--- src/rtl/triloc_pkg.sv ---
// Shared widths and FSM encoding for the range calculator and its square-root unit.
package triloc_pkg;

   localparam int unsigned N_DEF = 8;

   function automatic int unsigned pt_w(input int unsigned n);
      return n + 2;
   endfunction

   function automatic int unsigned diff_w(input int unsigned n);
      return n + 3;
   endfunction

   function automatic int unsigned sq_w(input int unsigned n);
      return 2 * n + 7;
   endfunction

   function automatic int unsigned root_w(input int unsigned n);
      return n + 4;
   endfunction

   localparam int unsigned PT_W   = pt_w(N_DEF);
   localparam int unsigned DIFF_W = diff_w(N_DEF);
   localparam int unsigned SQ_W   = sq_w(N_DEF);
   localparam int unsigned ROOT_W = root_w(N_DEF);

   typedef enum logic [1:0] {
      IDLE   = 2'd0,
      SQUARE = 2'd1,
      ROOT   = 2'd2,
      DONE   = 2'd3
   } state_t;

endpackage

--- src/rtl/isqrt.sv ---
// Restoring integer square root, one result bit per cycle, MSB first.
module isqrt
   import triloc_pkg::*;
#(
   parameter int unsigned N = N_DEF
) (
   input  logic                   clk,
   input  logic                   rst_n,
   input  logic                   start,
   input  logic [sq_w(N)-1:0]     radicand,
   output logic                   busy,
   output logic                   done,
   output logic [root_w(N)-1:0]   root
);

   localparam int unsigned SW  = sq_w(N);
   localparam int unsigned RTW = root_w(N);
   localparam int unsigned CW  = $clog2(RTW + 1);
   localparam logic [SW-1:0] ONE_INIT = SW'(1) << (2 * (RTW - 1));

   logic [SW-1:0] op_q, res_q, one_q;
   logic [SW-1:0] op_c, res_c, one_c;
   logic [SW-1:0] op_n, res_n, one_n;
   logic [SW:0]   trial;
   logic [CW-1:0] cnt_q, cnt_c;
   logic          active;

   // The start cycle already performs the first iteration, and done/root expose
   // the final iteration combinationally so the caller can register the result
   // on the same edge that retires the last bit.
   always_comb begin
      active = start | busy;
      op_c   = start ? radicand : op_q;
      res_c  = start ? '0       : res_q;
      one_c  = start ? ONE_INIT : one_q;
      cnt_c  = start ? '0       : cnt_q;
      trial  = {1'b0, res_c} + {1'b0, one_c};
      if ({1'b0, op_c} >= trial) begin
         op_n  = op_c - trial[SW-1:0];
         res_n = (res_c >> 1) + one_c;
      end else begin
         op_n  = op_c;
         res_n = res_c >> 1;
      end
      one_n = one_c >> 2;
      done  = active && (cnt_c == CW'(RTW - 1));
      root  = res_n[RTW-1:0];
   end

   always_ff @(posedge clk) begin
      if (!rst_n) begin
         op_q  <= '0;
         res_q <= '0;
         one_q <= '0;
         cnt_q <= '0;
         busy  <= 1'b0;
      end else if (active) begin
         op_q  <= op_n;
         res_q <= res_n;
         one_q <= one_n;
         cnt_q <= cnt_c + 1'b1;
         busy  <= !done;
      end
   end

endmodule

--- src/rtl/range_calc.sv ---
// Floor Euclidean distance between an anchor and a point, saturated to N+1 bits,
// with a valid/ready handshake on both sides.
module range_calc
   import triloc_pkg::*;
#(
   parameter int unsigned N = N_DEF
) (
   input  logic                       clk,
   input  logic                       rst_n,
   input  logic signed [N-1:0]        xK,
   input  logic signed [N-1:0]        yK,
   input  logic signed [pt_w(N)-1:0]  xP,
   input  logic signed [pt_w(N)-1:0]  yP,
   input  logic                       in_valid,
   output logic                       in_ready,
   output logic [N:0]                 rK,
   output logic                       ovf,
   output logic                       out_valid,
   input  logic                       out_ready
);

   localparam int unsigned PW  = pt_w(N);
   localparam int unsigned DW  = diff_w(N);
   localparam int unsigned SW  = sq_w(N);
   localparam int unsigned RTW = root_w(N);

   state_t                state;
   logic signed [N-1:0]   xk_q, yk_q;
   logic signed [PW-1:0]  xp_q, yp_q;
   logic [SW-1:0]         s_q, s_c;
   logic signed [DW-1:0]  dx, dy;
   logic signed [2*DW-1:0] sqx, sqy;
   logic                  sq_start, sq_busy, sq_done, sat;
   logic [RTW-1:0]        root;
   logic [N:0]            rk_c;

   always_comb begin
      dx   = DW'(xp_q) - DW'(xk_q);
      dy   = DW'(yp_q) - DW'(yk_q);
      sqx  = dx * dx;
      sqy  = dy * dy;
      s_c  = {1'b0, sqx} + {1'b0, sqy};
      sat  = |root[RTW-1:N+1];
      rk_c = sat ? '1 : root[N:0];
   end

   // The root unit is idle on the first ROOT cycle, which is what kicks it off.
   assign sq_start = (state == ROOT) && !sq_busy;
   assign in_ready = (state == IDLE);

   isqrt #(.N(N)) u_isqrt (
      .clk      (clk),
      .rst_n    (rst_n),
      .start    (sq_start),
      .radicand (s_q),
      .busy     (sq_busy),
      .done     (sq_done),
      .root     (root)
   );

   always_ff @(posedge clk) begin
      if (!rst_n) begin
         state     <= IDLE;
         xk_q      <= '0;
         yk_q      <= '0;
         xp_q      <= '0;
         yp_q      <= '0;
         s_q       <= '0;
         rK        <= '0;
         ovf       <= 1'b0;
         out_valid <= 1'b0;
      end else begin
         case (state)
            IDLE: begin
               if (in_valid) begin
                  xk_q  <= xK;
                  yk_q  <= yK;
                  xp_q  <= xP;
                  yp_q  <= yP;
                  state <= SQUARE;
               end
            end
            SQUARE: begin
               s_q   <= s_c;
               state <= ROOT;
            end
            ROOT: begin
               if (sq_done) begin
                  rK        <= rk_c;
                  ovf       <= sat;
                  out_valid <= 1'b1;
                  state     <= DONE;
               end
            end
            DONE: begin
               if (out_ready) begin
                  out_valid <= 1'b0;
                  state     <= IDLE;
               end
            end
            default: state <= IDLE;
         endcase
      end
   end

endmodule

--- config.mk ---
export PLATFORM = sky130hd
export DESIGN_NAME = range_calc
export DESIGN_NICKNAME = d
export VERILOG_FILES = /design/src/rtl/triloc_pkg.sv /design/src/rtl/isqrt.sv /design/src/rtl/range_calc.sv
export SDC_FILE = /design/constraint.sdc
export NUM_CORES = 1
export LEC_CHECK = 0
export ABC_AREA = 1
export CAP_MARGIN = 10
export CORE_ASPECT_RATIO = 1.4
export CORE_MARGIN = 5
export CORE_UTILIZATION = 62
export DETAILED_ROUTE_END_ITERATION = 10
export PLACE_DENSITY = 0.8
export SETUP_SLACK_MARGIN = 0.15
export SLEW_MARGIN = 40
export SYNTH_ARGS = -nofsm -noshare
export SYNTH_HDL_FRONTEND = slang
export SYNTH_SLANG_ARGS = --single-unit
--- constraint.sdc ---
create_clock -name clk -period 9.1 [get_ports clk]
set_input_delay 1.365 -clock clk [delete_from_list [all_inputs] [get_ports clk]]
set_output_delay 1.365 -clock clk [all_outputs]
set_load 0.01 [all_outputs]
==> results by group <==
Logic synthesis
  – Synthesis-stage register bit count: 134
  – Compound-Gate Fraction of Synth Area: 0.134
  – Dominant cells by area after synthesis: fa_1, dfxtp_1, ha_1
  – Synth area leader: fa_1
  – Mapped Area: between 0.015 and 0.02 sq mm
  – Seq/Total Area, Yosys: 0.142
  – Mux contribution to synthesized area: 0
  – Number of synthesized flops with an enable pin: 0
  – Syn avg cell area: 7.19 sq um
  – Synth cell types: 50
  – Largest family of logic cells by synthesized area: adder cells
  – Area share of the largest cell type after synthesis: 0.222
  – Main synth FF type: dfxtp_1
  – Post-Syn Instances: about 2600
  – Adder-cell share of the synthesized area: 0.346
  – Post-synthesis xor/xnor area fraction: 0.0565
  – Syn nets: slightly above 3000
  – Asr flop ratio synth: 0
  – Post-Synth Simple-Gate Area: 0.187
  – Yosys warns: 0

Clock tree
  – Worst-path clk slew: 0.06 ns
  – CTS tree: done
  – Total CTS buffers: 17
  – Clk sinks: roughly 130
  – Hold_buf cts: 0
  – Clk_lat worst skew: roughly 0.44 ns
  – H-tree Lvls: 4
  – Max clock buf depth: 2
  – Clk root buf: clkbuf_16

Global routing
  – Vias in the first global route: ~18000
  – Global Route Usage Sum: 0.300
  – Congestion Overflow GR: 0
  – Initial antenna violation count: 1
  – Largest net degree at the start of global routing: 59
  – First-pass GRT wire length: ~83000 microns

Placed design
  – PortBufs: just over 50
  – Dpl ws: ~0.87 ns
  – Gp weighted congestion: 0.972
  – Detailed Place HPWL: between 40000 and 50000 microns

Detailed routing
  – DRT iter0 DRCs: 1000
  – Vias: around 17000
  – DR pass1 iterations: 6
  – Met3 routed WL: approximately 2000 microns
  – Total length of routed met2 wires: between 20000 and 30000 microns
  – Post-DR vias/cell: 5.53
  – Top sig layer: met4
  – Antenna-violating nets left: 0
  – Final wirelength: 49700 microns
  – Metal-1 WL: 18700 microns
  – DR DRC count: 0
  – DR WL/cell: approximately 16 microns

STA
  – Fmax achieved: 121 MHz
  – Endpoints failing setup: 0
  – Fin worst setup slack: about 0.85 ns
  – Final period util: 0.906
  – Setup TNS Final: 0 ns
  – Max_slew headroom: 0.423
  – Final clock skew: around 0.011 ns
  – Final worst path period need: between 8 and 9 ns
  – RSZ-0062 raised after global routing: no
  – Tightest Pin Transition: between 0.8 and 0.9 ns
  – Fin. Hold Viols: 0
  – Fin. max-slew vios: 0

Die
  – Core area: approximately 0.03 sq mm
  – Die height: between 200 and 250 microns
  – Chip width: 158 microns
  – Rows: 75
  – I/O Pins: 52
  – Die area: 0.0342 sq mm
  – Starting Density: 0.630

Critical path
  – Top cell by count, worst path: inv_1
  – CP max stage delay: between 0.6 and 0.7 ns
  – Crit path required time: ~9.5 ns
  – CP Capture Type: flip-flop
  – Kind of start point of the critical path: flip-flop
  – Setup CP Type: flip-flop to flip-flop
  – Slowest CP cell: fa_1
  – CP bufs+invs: 8
  – Crit path max fanout: 8
  – Largest delay share family, worst path: adder cells
  – CP arrival: around 8.6 ns
  – Flop2flop setup slack: around 0.85 ns

Finish
  – NumNets Final: about 3000
  – Fill cell count: ~2600
  – Area grow syn2layout: 8.11%
  – Multi-input gate area: 0.0137 sq mm
  – Share of layout cells above drive strength 1: 0.0352
  – Reg area: between 0.002 and 0.003 sq mm

Run status
  – Run status: finished clean

Flow run
  – Max-cap violations: 0

Min path
  – Worst Hold Class: flip-flop to flip-flop
## metal layers
metal	track usage	vias to the layer above
met2	0.551	449
li1	-	8217
met1	0.333	8078
met3	0.0359	136
met5	0	-
met4	0.156	0
## flip-flops by register name, indices dropped and copies added, names as in the netlist
register and flops:
s_q 23, u_isqrt.op_q 23, u_isqrt.res_q 23, u_isqrt.one_q 11, xp_q 10, yp_q 10
rK 9, xk_q 8, yk_q 8, u_isqrt.cnt_q 4, state 2, out_valid 1
ovf 1, u_isqrt.busy 1
## worst register-to-register path, delay by kind of cell (launching register included)
| family | cells | cell delay, ns |
|---|---|---|
| buffers and inverters | 8 | 0.69 |
| xor gates and xnor gates | 1 | 0.17 |
| adders and majority gates | 8 | 3.55 |
| AOI/OAI and AO/OA | 9 | 1.67 |
| and+or+nand+nor | 11 | 1.79 |
| DFF | 1 | 0.31 |
## what timing repair did
| action | CTS | global route |
|---|---|---|
| buffers inserted | 0 | 1 |
| gates resized for setup | 0 | 4 |
| setup endpoints to repair | 0 | 4 |
## area by class of cell
type / instances / area share
diodes: 1 / 0.000122
clock buffers: 18 / 0.0215
clock inverters: 14 / 0.0119
inverters: 611 / 0.112
multi-input cells: 1828 / 0.670
flip-flops and latches: 134 / 0.131
well taps: 385 / 0.0236
repair buffers: 63 / 0.0292
## synthesized netlist by cell type, drive strengths merged (14+ instances only)
cell	n
nand3	80
o21ai	198
nand4	15
nor3	18
a21oi	176
buf	14
fa	210
inv	608
dfxtp	134
nand2	390
clkbuf	45
ha	187
xnor2	40
nor2	324
xor2	82
## cells by family (layout without fill, tap and decap cells)
family                   after synthesis  after routing
flip-flops                           134            134
AND/OR/NAND/NOR                      848            848
AO/OA/AOI/OAI                        461            461
other                                  0              1
XOR/XNOR                             122            122
adder cells (fa/ha/maj)              397            397
buffers and inverters                670            706
## layout by cell type (no fill, tap or decap), drive strengths merged, types with 6 or more instances in the layout
| cell type | Yosys | routed |
|---|---|---|
| a21o | 13 | 13 |
| a21oi | 176 | 176 |
| a31oi | 13 | 13 |
| buf | 14 | 13 |
| bufinv | 0 | 6 |
| clkbuf | 45 | 18 |
| clkdlybuf4s50 | 0 | 50 |
| clkinv | 3 | 7 |
| dfxtp | 134 | 134 |
| fa | 210 | 210 |
| ha | 187 | 187 |
| inv | 608 | 612 |
| nand2 | 390 | 390 |
| nand3 | 80 | 80 |
| nand4 | 15 | 15 |
| nor2 | 324 | 324 |
| nor3 | 18 | 18 |
| o211ai | 12 | 12 |
| o21ai | 198 | 198 |
| o22ai | 8 | 8 |
| o32ai | 12 | 12 |
| or2 | 13 | 13 |
| xnor2 | 40 | 40 |
| xor2 | 82 | 82 |
## final timing paths
kind,endpoint,depth (start not counted),startpoint
setup / recovery,s_q[19]$_SDFFE_PN0N_,37,yk_q[2]$_SDFFE_PN0P_
hold reg to reg,u_isqrt.cnt_q[3]$_SDFFE_PN0P_,1,u_isqrt.cnt_q[3]$_SDFFE_PN0P_
setup reg to reg,s_q[19]$_SDFFE_PN0N_,37,yk_q[2]$_SDFFE_PN0P_
hold / removal,u_isqrt.cnt_q[3]$_SDFFE_PN0P_,1,u_isqrt.cnt_q[3]$_SDFFE_PN0P_
## stage by stage
step,cell area (sq um),utilization,instances,hold WS [ns]
global placement,19700,0.657,3020,0.416
floorplan,18900,-,2632,0.406
global route,20500,0.681,3054,0.463
CTS,20400,0.680,3052,0.433
detailed placement,19700,0.658,3020,0.425
finish,20500,0.681,3054,0.433
Power is not shown: default switching activity piles up to over one toggle a cycle in this logic, so the estimate is an artifact.
